===== config.mk =====
export PLATFORM = sky130hd
export DESIGN_NAME = sme_job_sequencer_flat
export DESIGN_NICKNAME = d
export VERILOG_FILES = /design/src/rtl/sme_seq_pkg.sv /design/src/rtl/sme_job_sequencer_if.sv /design/src/rtl/sme_char_buf.sv /design/src/rtl/sme_job_sequencer.sv /design/src/flat_wrapper.sv
export SDC_FILE = /design/constraint.sdc
export NUM_CORES = 1
export LEC_CHECK = 0
export ABC_AREA = 1
export CORE_UTILIZATION = 55
export CTS_CLUSTER_DIAMETER = 200
export DETAILED_ROUTE_END_ITERATION = 8
export GPL_ROUTABILITY_DRIVEN = 0
export PLACE_DENSITY = 0.72
export SYNTH_ARGS = -nofsm -noshare
export SYNTH_HDL_FRONTEND = slang
export SYNTH_HIERARCHICAL = 1
export SYNTH_SLANG_ARGS = --single-unit

===== constraint.sdc =====
create_clock -name clk -period 6.63 [get_ports clk]
set_input_delay 1.989 -clock clk [delete_from_list [all_inputs] [get_ports clk]]
set_output_delay 1.989 -clock clk [all_outputs]
set_load 0.01 [all_outputs]

===== src/rtl/sme_seq_pkg.sv =====
// Shared types and default sizing for the string-match job sequencer.
// Holds the FSM state encoding and the buffer/timeout defaults.
package sme_seq_pkg;

    typedef enum logic [2:0] {
        ST_LOAD,
        ST_SEND_STR,
        ST_SEND_PAT,
        ST_GAP,
        ST_WAIT,
        ST_RESULT
    } seq_state_t;

    localparam int STR_MAX    = 32;
    localparam int PAT_MAX    = 8;
    localparam int WAIT_LIMIT = 255;
    localparam int CHAR_W     = 8;
    localparam int INDEX_W    = 5;

    function automatic int max_int(input int a, input int b);
        return (a > b) ? a : b;
    endfunction

endpackage


===== src/rtl/sme_job_sequencer_if.sv =====
// Host, engine and result signals of the job sequencer bundled in one interface.
// Handshakes: a host character or a result moves only on a cycle where valid and ready are both high; valid never waits on ready.
interface sme_job_sequencer_if;
    import sme_seq_pkg::*;

    logic               in_valid;
    logic               in_ready;
    logic [CHAR_W-1:0]  in_char;
    logic               in_type;
    logic               in_last;
    logic [CHAR_W-1:0]  eng_chardata;
    logic               eng_isstring;
    logic               eng_ispattern;
    logic               eng_valid;
    logic               eng_match;
    logic [INDEX_W-1:0] eng_match_index;
    logic               res_valid;
    logic               res_ready;
    logic               res_match;
    logic [INDEX_W-1:0] res_index;
    logic               res_err;
    logic               busy;
    seq_state_t         dbg_state;

    modport slave (
        input  in_valid, in_char, in_type, in_last, eng_valid, eng_match, eng_match_index, res_ready,
        output in_ready, eng_chardata, eng_isstring, eng_ispattern, res_valid, res_match, res_index,
               res_err, busy, dbg_state
    );

    modport master (
        output in_valid, in_char, in_type, in_last, eng_valid, eng_match, eng_match_index, res_ready,
        input  in_ready, eng_chardata, eng_isstring, eng_ispattern, res_valid, res_match, res_index,
               res_err, busy, dbg_state
    );

endinterface


===== src/rtl/sme_char_buf.sv =====
// Append-only character buffer with saturating length and a combinational read port.
// clear restarts the buffer; a write in the same cycle lands at position 0.
module sme_char_buf import sme_seq_pkg::*; #(
    parameter  int DEPTH = 32,
    localparam int AW    = (DEPTH > 1) ? $clog2(DEPTH) : 1,
    localparam int LW    = $clog2(DEPTH + 1)
) (
    input  logic              clk,
    input  logic              reset,
    input  logic              clear,
    input  logic              we,
    input  logic [CHAR_W-1:0] wdata,
    input  logic [AW-1:0]     rd_addr,
    output logic [CHAR_W-1:0] rd_data,
    output logic [LW-1:0]     len,
    output logic              drop
);

    logic [CHAR_W-1:0] mem [DEPTH];
    logic [LW-1:0]     ptr;
    logic              room;

    assign ptr     = clear ? '0 : len;
    assign room    = (ptr != LW'(DEPTH));
    assign drop    = we && !room;
    assign rd_data = mem[rd_addr];

    always_ff @(posedge clk or posedge reset) begin
        if (reset) begin
            len <= '0;
        end else if (we && room) begin
            len <= ptr + LW'(1);
        end else begin
            len <= ptr;
        end
    end

    // Contents are not reset; only the length decides what is valid.
    always_ff @(posedge clk) begin
        if (we && room) begin
            mem[ptr[AW-1:0]] <= wdata;
        end
    end

endmodule


===== src/rtl/sme_job_sequencer.sv =====
// Collects string/pattern characters from a host, replays them to a matching engine
// and returns the engine's verdict (or an error) through a held result handshake.
module sme_job_sequencer #(
    parameter int STR_MAX    = sme_seq_pkg::STR_MAX,
    parameter int PAT_MAX    = sme_seq_pkg::PAT_MAX,
    parameter int WAIT_LIMIT = sme_seq_pkg::WAIT_LIMIT
) (
    input  logic               clk,
    input  logic               reset,
    sme_job_sequencer_if.slave sif
);
    import sme_seq_pkg::*;

    localparam int SAW   = (STR_MAX > 1) ? $clog2(STR_MAX) : 1;
    localparam int PAW   = (PAT_MAX > 1) ? $clog2(PAT_MAX) : 1;
    localparam int SLW   = $clog2(STR_MAX + 1);
    localparam int PLW   = $clog2(PAT_MAX + 1);
    localparam int IDX_W = $clog2(max_int(STR_MAX, PAT_MAX) + 1);
    localparam int WC_W  = $clog2(WAIT_LIMIT + 1);

    seq_state_t         state;
    logic [IDX_W-1:0]   idx;
    logic [WC_W-1:0]    wait_cnt;
    logic               str_new, str_open, str_loaded, overflow;
    logic               res_valid, res_match, res_err;
    logic [INDEX_W-1:0] res_index;

    logic               str_we, pat_we, str_clear, handshake, str_drop, pat_drop;
    logic [CHAR_W-1:0]  str_rd, pat_rd;
    logic [SLW-1:0]     str_len;
    logic [PLW-1:0]     pat_len;
    logic [IDX_W-1:0]   str_last_idx, pat_last_idx;

    assign str_we       = (state == ST_LOAD) && sif.in_valid && !sif.in_type;
    assign pat_we       = (state == ST_LOAD) && sif.in_valid && sif.in_type;
    assign handshake    = (state == ST_RESULT) && sif.res_ready;
    // A string character that arrives while no string is open starts a fresh one.
    assign str_clear    = str_we && !str_open;
    assign str_last_idx = IDX_W'(str_len) - IDX_W'(1);
    assign pat_last_idx = IDX_W'(pat_len) - IDX_W'(1);

    sme_char_buf #(.DEPTH(STR_MAX)) u_str_buf (
        .clk(clk), .reset(reset), .clear(str_clear), .we(str_we), .wdata(sif.in_char),
        .rd_addr(idx[SAW-1:0]), .rd_data(str_rd), .len(str_len), .drop(str_drop)
    );

    sme_char_buf #(.DEPTH(PAT_MAX)) u_pat_buf (
        .clk(clk), .reset(reset), .clear(handshake), .we(pat_we), .wdata(sif.in_char),
        .rd_addr(idx[PAW-1:0]), .rd_data(pat_rd), .len(pat_len), .drop(pat_drop)
    );

    assign sif.in_ready      = (state == ST_LOAD);
    assign sif.busy          = (state != ST_LOAD);
    assign sif.eng_isstring  = (state == ST_SEND_STR);
    assign sif.eng_ispattern = (state == ST_SEND_PAT);
    assign sif.eng_chardata  = (state == ST_SEND_STR) ? str_rd :
                               (state == ST_SEND_PAT) ? pat_rd : '0;
    assign sif.res_valid     = res_valid;
    assign sif.res_match     = res_match;
    assign sif.res_index     = res_index;
    assign sif.res_err       = res_err;
    assign sif.dbg_state     = state;

    always_ff @(posedge clk or posedge reset) begin
        if (reset) begin
            state      <= ST_LOAD;
            idx        <= '0;
            wait_cnt   <= '0;
            str_new    <= 1'b0;
            str_open   <= 1'b0;
            str_loaded <= 1'b0;
            overflow   <= 1'b0;
            res_valid  <= 1'b0;
            res_match  <= 1'b0;
            res_index  <= '0;
            res_err    <= 1'b0;
        end else begin
            if (str_we) begin
                str_open   <= !sif.in_last;
                str_loaded <= 1'b1;
                if (!str_open) str_new <= 1'b1;
            end
            if (str_drop || pat_drop) overflow <= 1'b1;

            case (state)
                ST_LOAD: begin
                    if (pat_we && sif.in_last) begin
                        idx <= '0;
                        if (str_new) begin
                            state <= ST_SEND_STR;
                        end else if (str_loaded) begin
                            state <= ST_SEND_PAT;
                        end else begin
                            state     <= ST_RESULT;
                            res_valid <= 1'b1;
                            res_match <= 1'b0;
                            res_index <= '0;
                            res_err   <= 1'b1;
                        end
                    end
                end
                ST_SEND_STR: begin
                    if (idx == str_last_idx) begin
                        idx     <= '0;
                        str_new <= 1'b0;
                        state   <= ST_SEND_PAT;
                    end else begin
                        idx <= idx + IDX_W'(1);
                    end
                end
                ST_SEND_PAT: begin
                    if (idx == pat_last_idx) begin
                        idx   <= '0;
                        state <= ST_GAP;
                    end else begin
                        idx <= idx + IDX_W'(1);
                    end
                end
                ST_GAP: begin
                    wait_cnt <= '0;
                    state    <= ST_WAIT;
                end
                ST_WAIT: begin
                    // An engine answer on the last allowed cycle still wins over the timeout.
                    if (sif.eng_valid) begin
                        res_valid <= 1'b1;
                        res_match <= sif.eng_match;
                        res_index <= sif.eng_match_index;
                        res_err   <= overflow;
                        state     <= ST_RESULT;
                    end else if (wait_cnt == WC_W'(WAIT_LIMIT - 1)) begin
                        res_valid <= 1'b1;
                        res_match <= 1'b0;
                        res_index <= '0;
                        res_err   <= 1'b1;
                        state     <= ST_RESULT;
                    end else begin
                        wait_cnt <= wait_cnt + WC_W'(1);
                    end
                end
                ST_RESULT: begin
                    if (sif.res_ready) begin
                        res_valid <= 1'b0;
                        res_match <= 1'b0;
                        res_index <= '0;
                        res_err   <= 1'b0;
                        overflow  <= 1'b0;
                        str_open  <= 1'b0;
                        state     <= ST_LOAD;
                    end
                end
                default: state <= ST_LOAD;
            endcase
        end
    end

endmodule


===== src/flat_wrapper.sv =====
// flat-port wrapper written by rule: the top's interface ports become plain ports
module sme_job_sequencer_flat import sme_seq_pkg::*;
#(
    parameter int STR_MAX    = sme_seq_pkg::STR_MAX,
    parameter int PAT_MAX    = sme_seq_pkg::PAT_MAX,
    parameter int WAIT_LIMIT = sme_seq_pkg::WAIT_LIMIT
)
  (clk, reset, sif_in_valid, sif_in_char, sif_in_type, sif_in_last, sif_eng_valid, sif_eng_match, sif_eng_match_index, sif_res_ready, sif_in_ready, sif_eng_chardata, sif_eng_isstring, sif_eng_ispattern, sif_res_valid, sif_res_match, sif_res_index, sif_res_err, sif_busy, sif_dbg_state);
  sme_job_sequencer_if sif_i ();
  input  logic clk;
  input  logic reset;
  input wire logic [$bits(sif_i.in_valid)-1:0] sif_in_valid;
  input wire logic [$bits(sif_i.in_char)-1:0] sif_in_char;
  input wire logic [$bits(sif_i.in_type)-1:0] sif_in_type;
  input wire logic [$bits(sif_i.in_last)-1:0] sif_in_last;
  input wire logic [$bits(sif_i.eng_valid)-1:0] sif_eng_valid;
  input wire logic [$bits(sif_i.eng_match)-1:0] sif_eng_match;
  input wire logic [$bits(sif_i.eng_match_index)-1:0] sif_eng_match_index;
  input wire logic [$bits(sif_i.res_ready)-1:0] sif_res_ready;
  output wire logic [$bits(sif_i.in_ready)-1:0] sif_in_ready;
  output wire logic [$bits(sif_i.eng_chardata)-1:0] sif_eng_chardata;
  output wire logic [$bits(sif_i.eng_isstring)-1:0] sif_eng_isstring;
  output wire logic [$bits(sif_i.eng_ispattern)-1:0] sif_eng_ispattern;
  output wire logic [$bits(sif_i.res_valid)-1:0] sif_res_valid;
  output wire logic [$bits(sif_i.res_match)-1:0] sif_res_match;
  output wire logic [$bits(sif_i.res_index)-1:0] sif_res_index;
  output wire logic [$bits(sif_i.res_err)-1:0] sif_res_err;
  output wire logic [$bits(sif_i.busy)-1:0] sif_busy;
  output wire logic [$bits(sif_i.dbg_state)-1:0] sif_dbg_state;
  assign sif_i.in_valid = sif_in_valid;
  assign sif_i.in_char = sif_in_char;
  assign sif_i.in_type = sif_in_type;
  assign sif_i.in_last = sif_in_last;
  assign sif_i.eng_valid = sif_eng_valid;
  assign sif_i.eng_match = sif_eng_match;
  assign sif_i.eng_match_index = sif_eng_match_index;
  assign sif_i.res_ready = sif_res_ready;
  assign sif_in_ready = sif_i.in_ready;
  assign sif_eng_chardata = sif_i.eng_chardata;
  assign sif_eng_isstring = sif_i.eng_isstring;
  assign sif_eng_ispattern = sif_i.eng_ispattern;
  assign sif_res_valid = sif_i.res_valid;
  assign sif_res_match = sif_i.res_match;
  assign sif_res_index = sif_i.res_index;
  assign sif_res_err = sif_i.res_err;
  assign sif_busy = sif_i.busy;
  assign sif_dbg_state = sif_i.dbg_state;
  sme_job_sequencer #(.STR_MAX(STR_MAX), .PAT_MAX(PAT_MAX), .WAIT_LIMIT(WAIT_LIMIT)) u_core (.clk(clk), .reset(reset), .sif(sif_i));
endmodule

==> results.yml <==
pwr:
  p_leak_nw: 6.96
  seq_power_share_pct: 38.9
  powerDensity_nw_per_um2: 393
  combPwrFrac_pct: 33.2
  peakVddDrop_mv: 0.270
  clkPwrFrac_pct: 27.9
  switching_share_pct: 36.5
  internal_power_mw: 4.38
  p_sw_mw: 2.52
die:
  dieArea_sq_um: 29700
  num_rows: 61
  start_util_pct: 56.6
  die_h_um: 172
  ios: 44
  die_x_um: 172
  coreArea_sq_um: 28200
clock_tree:
  cts_sinks: 359
  htreeDepth: 2
  cts-buffers-inserted: 36
  insertion_delay_ns: 0.52
  cts_tree: "yes"
  clockRootBuffer: "clkbuf_16"
  path_clk_slew_ns: 0.06
  hold_buffers: 0
  cts_setup_buffers: 0
  cts.repair.resized: 0
  clockBufferDepth: 3
sta:
  finalHoldViolCount: 0
  rsz0062_at_grt: "false"
  fmax_ghz: 0.164
  final_max_slew_viol_count: 0
  setup_ws_ns: 0.531
  finalClockSkew_ns: 0.0174
  worst_pin_slew_ns: 1.27
  min_period_ns: 6.10
  slew_headroom_pct: 15.3
  setup_violations: 0
  setup_tns_ns: 0
  finalCritPeriodShare_pct: 92.0
route:
  first_iter_violations: 1250
  viasPerCell: 5.58
  drt-total-wl_mm: 37.5
  drc: 0
  wl_per_cell_um: 19.1
  drt_first_pass_iters: 7
  num_vias: 11000
  ant_nets: 0
job:
  maxCapViolations: 0
run_status:
  status: "completed"
worst_setup_path:
  cp.depth: 12
  crit_family: "buffers and inverters"
  startpoint_type: "flop"
  path_cells: "clkinv_2, buf_12, nand2_1, nand3_1, nand3_1, nand2_1, nand2_1, nand2_1, nand2_1, nand2_1, a22o_1, clkdlybuf4s50_1"
  crit_start: "u_core/idx[0]"
  crit_buf_inv: 3
  path_max_fanout: 80
  cpMostUsedCell: "nand2_1"
  r2r_cells: 13
  r2r_start: "u_core/sif.dbg_state[0]"
  end_kind: "output port"
  path_class: "reg -> out"
  cp_slowest_cell: "dfrtp_4"
  slowest_delay_ns: 0.78
  cp.arrival_ns: 4.11
  crit_required_ns: 4.64
logic_synthesis:
  async_flop_share_pct: 10.9
  synth.distinct_cells: 41
  synth_area_sq_um: 16000
  synth_warnings: 6
  synth_edf_count: 320
  synthCells: 1535
  synth.yosys.seq_area_share_pct: 66.3
  ys_ff_latch: 359
  syn-num-nets: 1561
  syn_area_per_cell_sq_um: 10.4
  ys.flop_type: "edfxtp_1"
global_routing:
  antenna_found_initial: 0
  grt_remaining_overflow: 0
  grt_pass1_vias: 10200
  grt_pass1_wl_mm: 58.0
  grt_use_total_pct: 26.1
  grt_max_degree: 86
worst_hold_path:
  worst_hold_path_type: "reg -> reg"
  min_from: "u_core/sif.res_index[3]"
  holdPathStages: 2
finish:
  syn_to_final_growth_pct: 10.2
  diodes: 0
  drive_gt1_share_pct: 8.07
  finalNetCount: 1585
  design_area_sq_um: 17600
placement:
  io_buffers: 43
  place_area_sq_um: 16500
  pre_cts_ws_ns: 1.12
  detailed_place_hpwl_mm: 22.5
[tightest hold or removal path, cell delays in order, from the launching register on]
cell and delay (ns):
dfrtp_1 0.34, nand2_1 0.06, nand2_1 0.04
[stage by stage]
step | hold slack (ns) | power [mW] | std cells | util [%]
6_report | 0.470 | 6.90 | 1964 | 62.4
5_1_grt | 0.493 | 7.27 | 1964 | 62.4
4_1_cts | 0.473 | 6.89 | 1964 | 62.4
3_5_place_dp | 0.457 | 4.98 | 1899 | 58.5
3_3_place_gp | 0.458 | 4.94 | 1899 | 58.5
2_1_floorplan | 0.445 | 4.31 | 1535 | -
[registers in the layout, indices dropped and copies added (netlist names)]
register              flops
u_core/u_pat_buf/mem     64
u_core/u_pat_buf/len      4
u_core/str_open           1
u_core/sif.res_match      1
u_core/sif.res_err        1
u_core/sif.res_valid      1
u_core/u_str_buf/len      6
u_core/sif.res_index      5
u_core/str_loaded         1
u_core/idx                6
u_core/overflow           1
u_core/sif.dbg_state      3
u_core/str_new            1
u_core/u_str_buf/mem    256
u_core/wait_cnt           8
[layout make-up]
class | count | area (sq um)
fill | 2259 | 10600
multi-input combinational | 1012 | 4550
clock buffer | 45 | 966
tap | 378 | 473
clock inverter | 20 | 144
timing repair buffer | 52 | 475
inverter | 98 | 380
sequential | 359 | 10600
[final timing paths]
kind                                         endpoint  slack (ns)
hold / removal                u_core/sif.res_index[3]        0.47
hold reg to reg               u_core/sif.res_index[3]        0.47
max in group asynchronous               u_core/idx[0]        4.37
min in group asynchronous     u_core/u_pat_buf/len[0]        1.73
setup / recovery                  sif_eng_chardata[6]        0.53
setup reg to reg           u_core/u_str_buf/mem[3][4]        2.97
[layer usage]
layer | up-vias | global-route usage, % | routed length (um)
li1 | 5202 | - | -
met1 | 5245 | 37.1 | 15900
met2 | 450 | 40.9 | 17700
met3 | 69 | 5.29 | 3040
met4 | 0 | 7.31 | 894
met5 | - | 0 | 0
[power by group through the flow]
stage	logic, mW	registers, mW	clock network, mW
after global placement	2.21	2.73	0
after detailed placement	2.24	2.74	0
after CTS	2.26	2.69	1.95
after floorplan	1.62	2.69	0
final	2.29	2.69	1.92
after global routing	2.53	2.70	2.04
[logic make-up (layout without fill, tap and decap cells)]
group | Yosys count | count (layout) | synth area share (%)
flip-flops | 359 | 359 | 66.3
adder cells (fa/ha/maj) | 5 | 5 | 0.392
buffers and inverters | 164 | 215 | 5.13
XOR/XNOR | 16 | 16 | 0.878
AO/OA/AOI/OAI | 40 | 40 | 1.65
AND/OR/NAND/NOR | 951 | 951 | 25.6
[layout by cell type (no fill, tap or decap), types with 2 or more instances in the layout]
cell	n
nor2_1	66
nand3_2	5
clkdlybuf4s50_1	36
clkbuf_16	37
inv_6	2
nor3_2	2
xor2_1	13
clkbuf_1	7
edfxtp_1	320
nor2_2	5
o31ai_1	7
bufinv_16	2
inv_1	87
buf_2	6
o21ai_0	13
nor3_1	7
clkinv_1	11
nor2_4	2
nand2_1	584
or2_2	3
nand2_2	30
ha_1	5
inv_2	7
dfrtp_1	37
clkinv_2	7
nand3b_1	2
o21ai_1	2
buf_4	8
xnor2_1	3
nand4_1	12
nand3_1	230
a21oi_1	6
a22o_1	8
[cells in the mapped netlist, types with 5 or more instances]
library cell	instances	area, sq um
nand2_1	584	2190
edfxtp_1	320	9610
nand3_1	230	1150
inv_1	88	330
nor2_1	66	248
dfrtp_1	39	976
nand2_2	30	188
buf_2	27	135
buf_4	18	135
o21ai_0	13	65.1
xor2_1	13	114
nand4_1	12	75.1
clkbuf_1	9	33.8
a22o_1	8	70.1
inv_2	7	26.3
nor3_1	7	35.0
o31ai_1	7	52.6
a21oi_1	6	30.0
buf_6	5	56.3
ha_1	5	62.6
nand3_2	5	50.1
nor2_2	5	31.3
No activity file was read; power rests on OpenSTA's default activity.
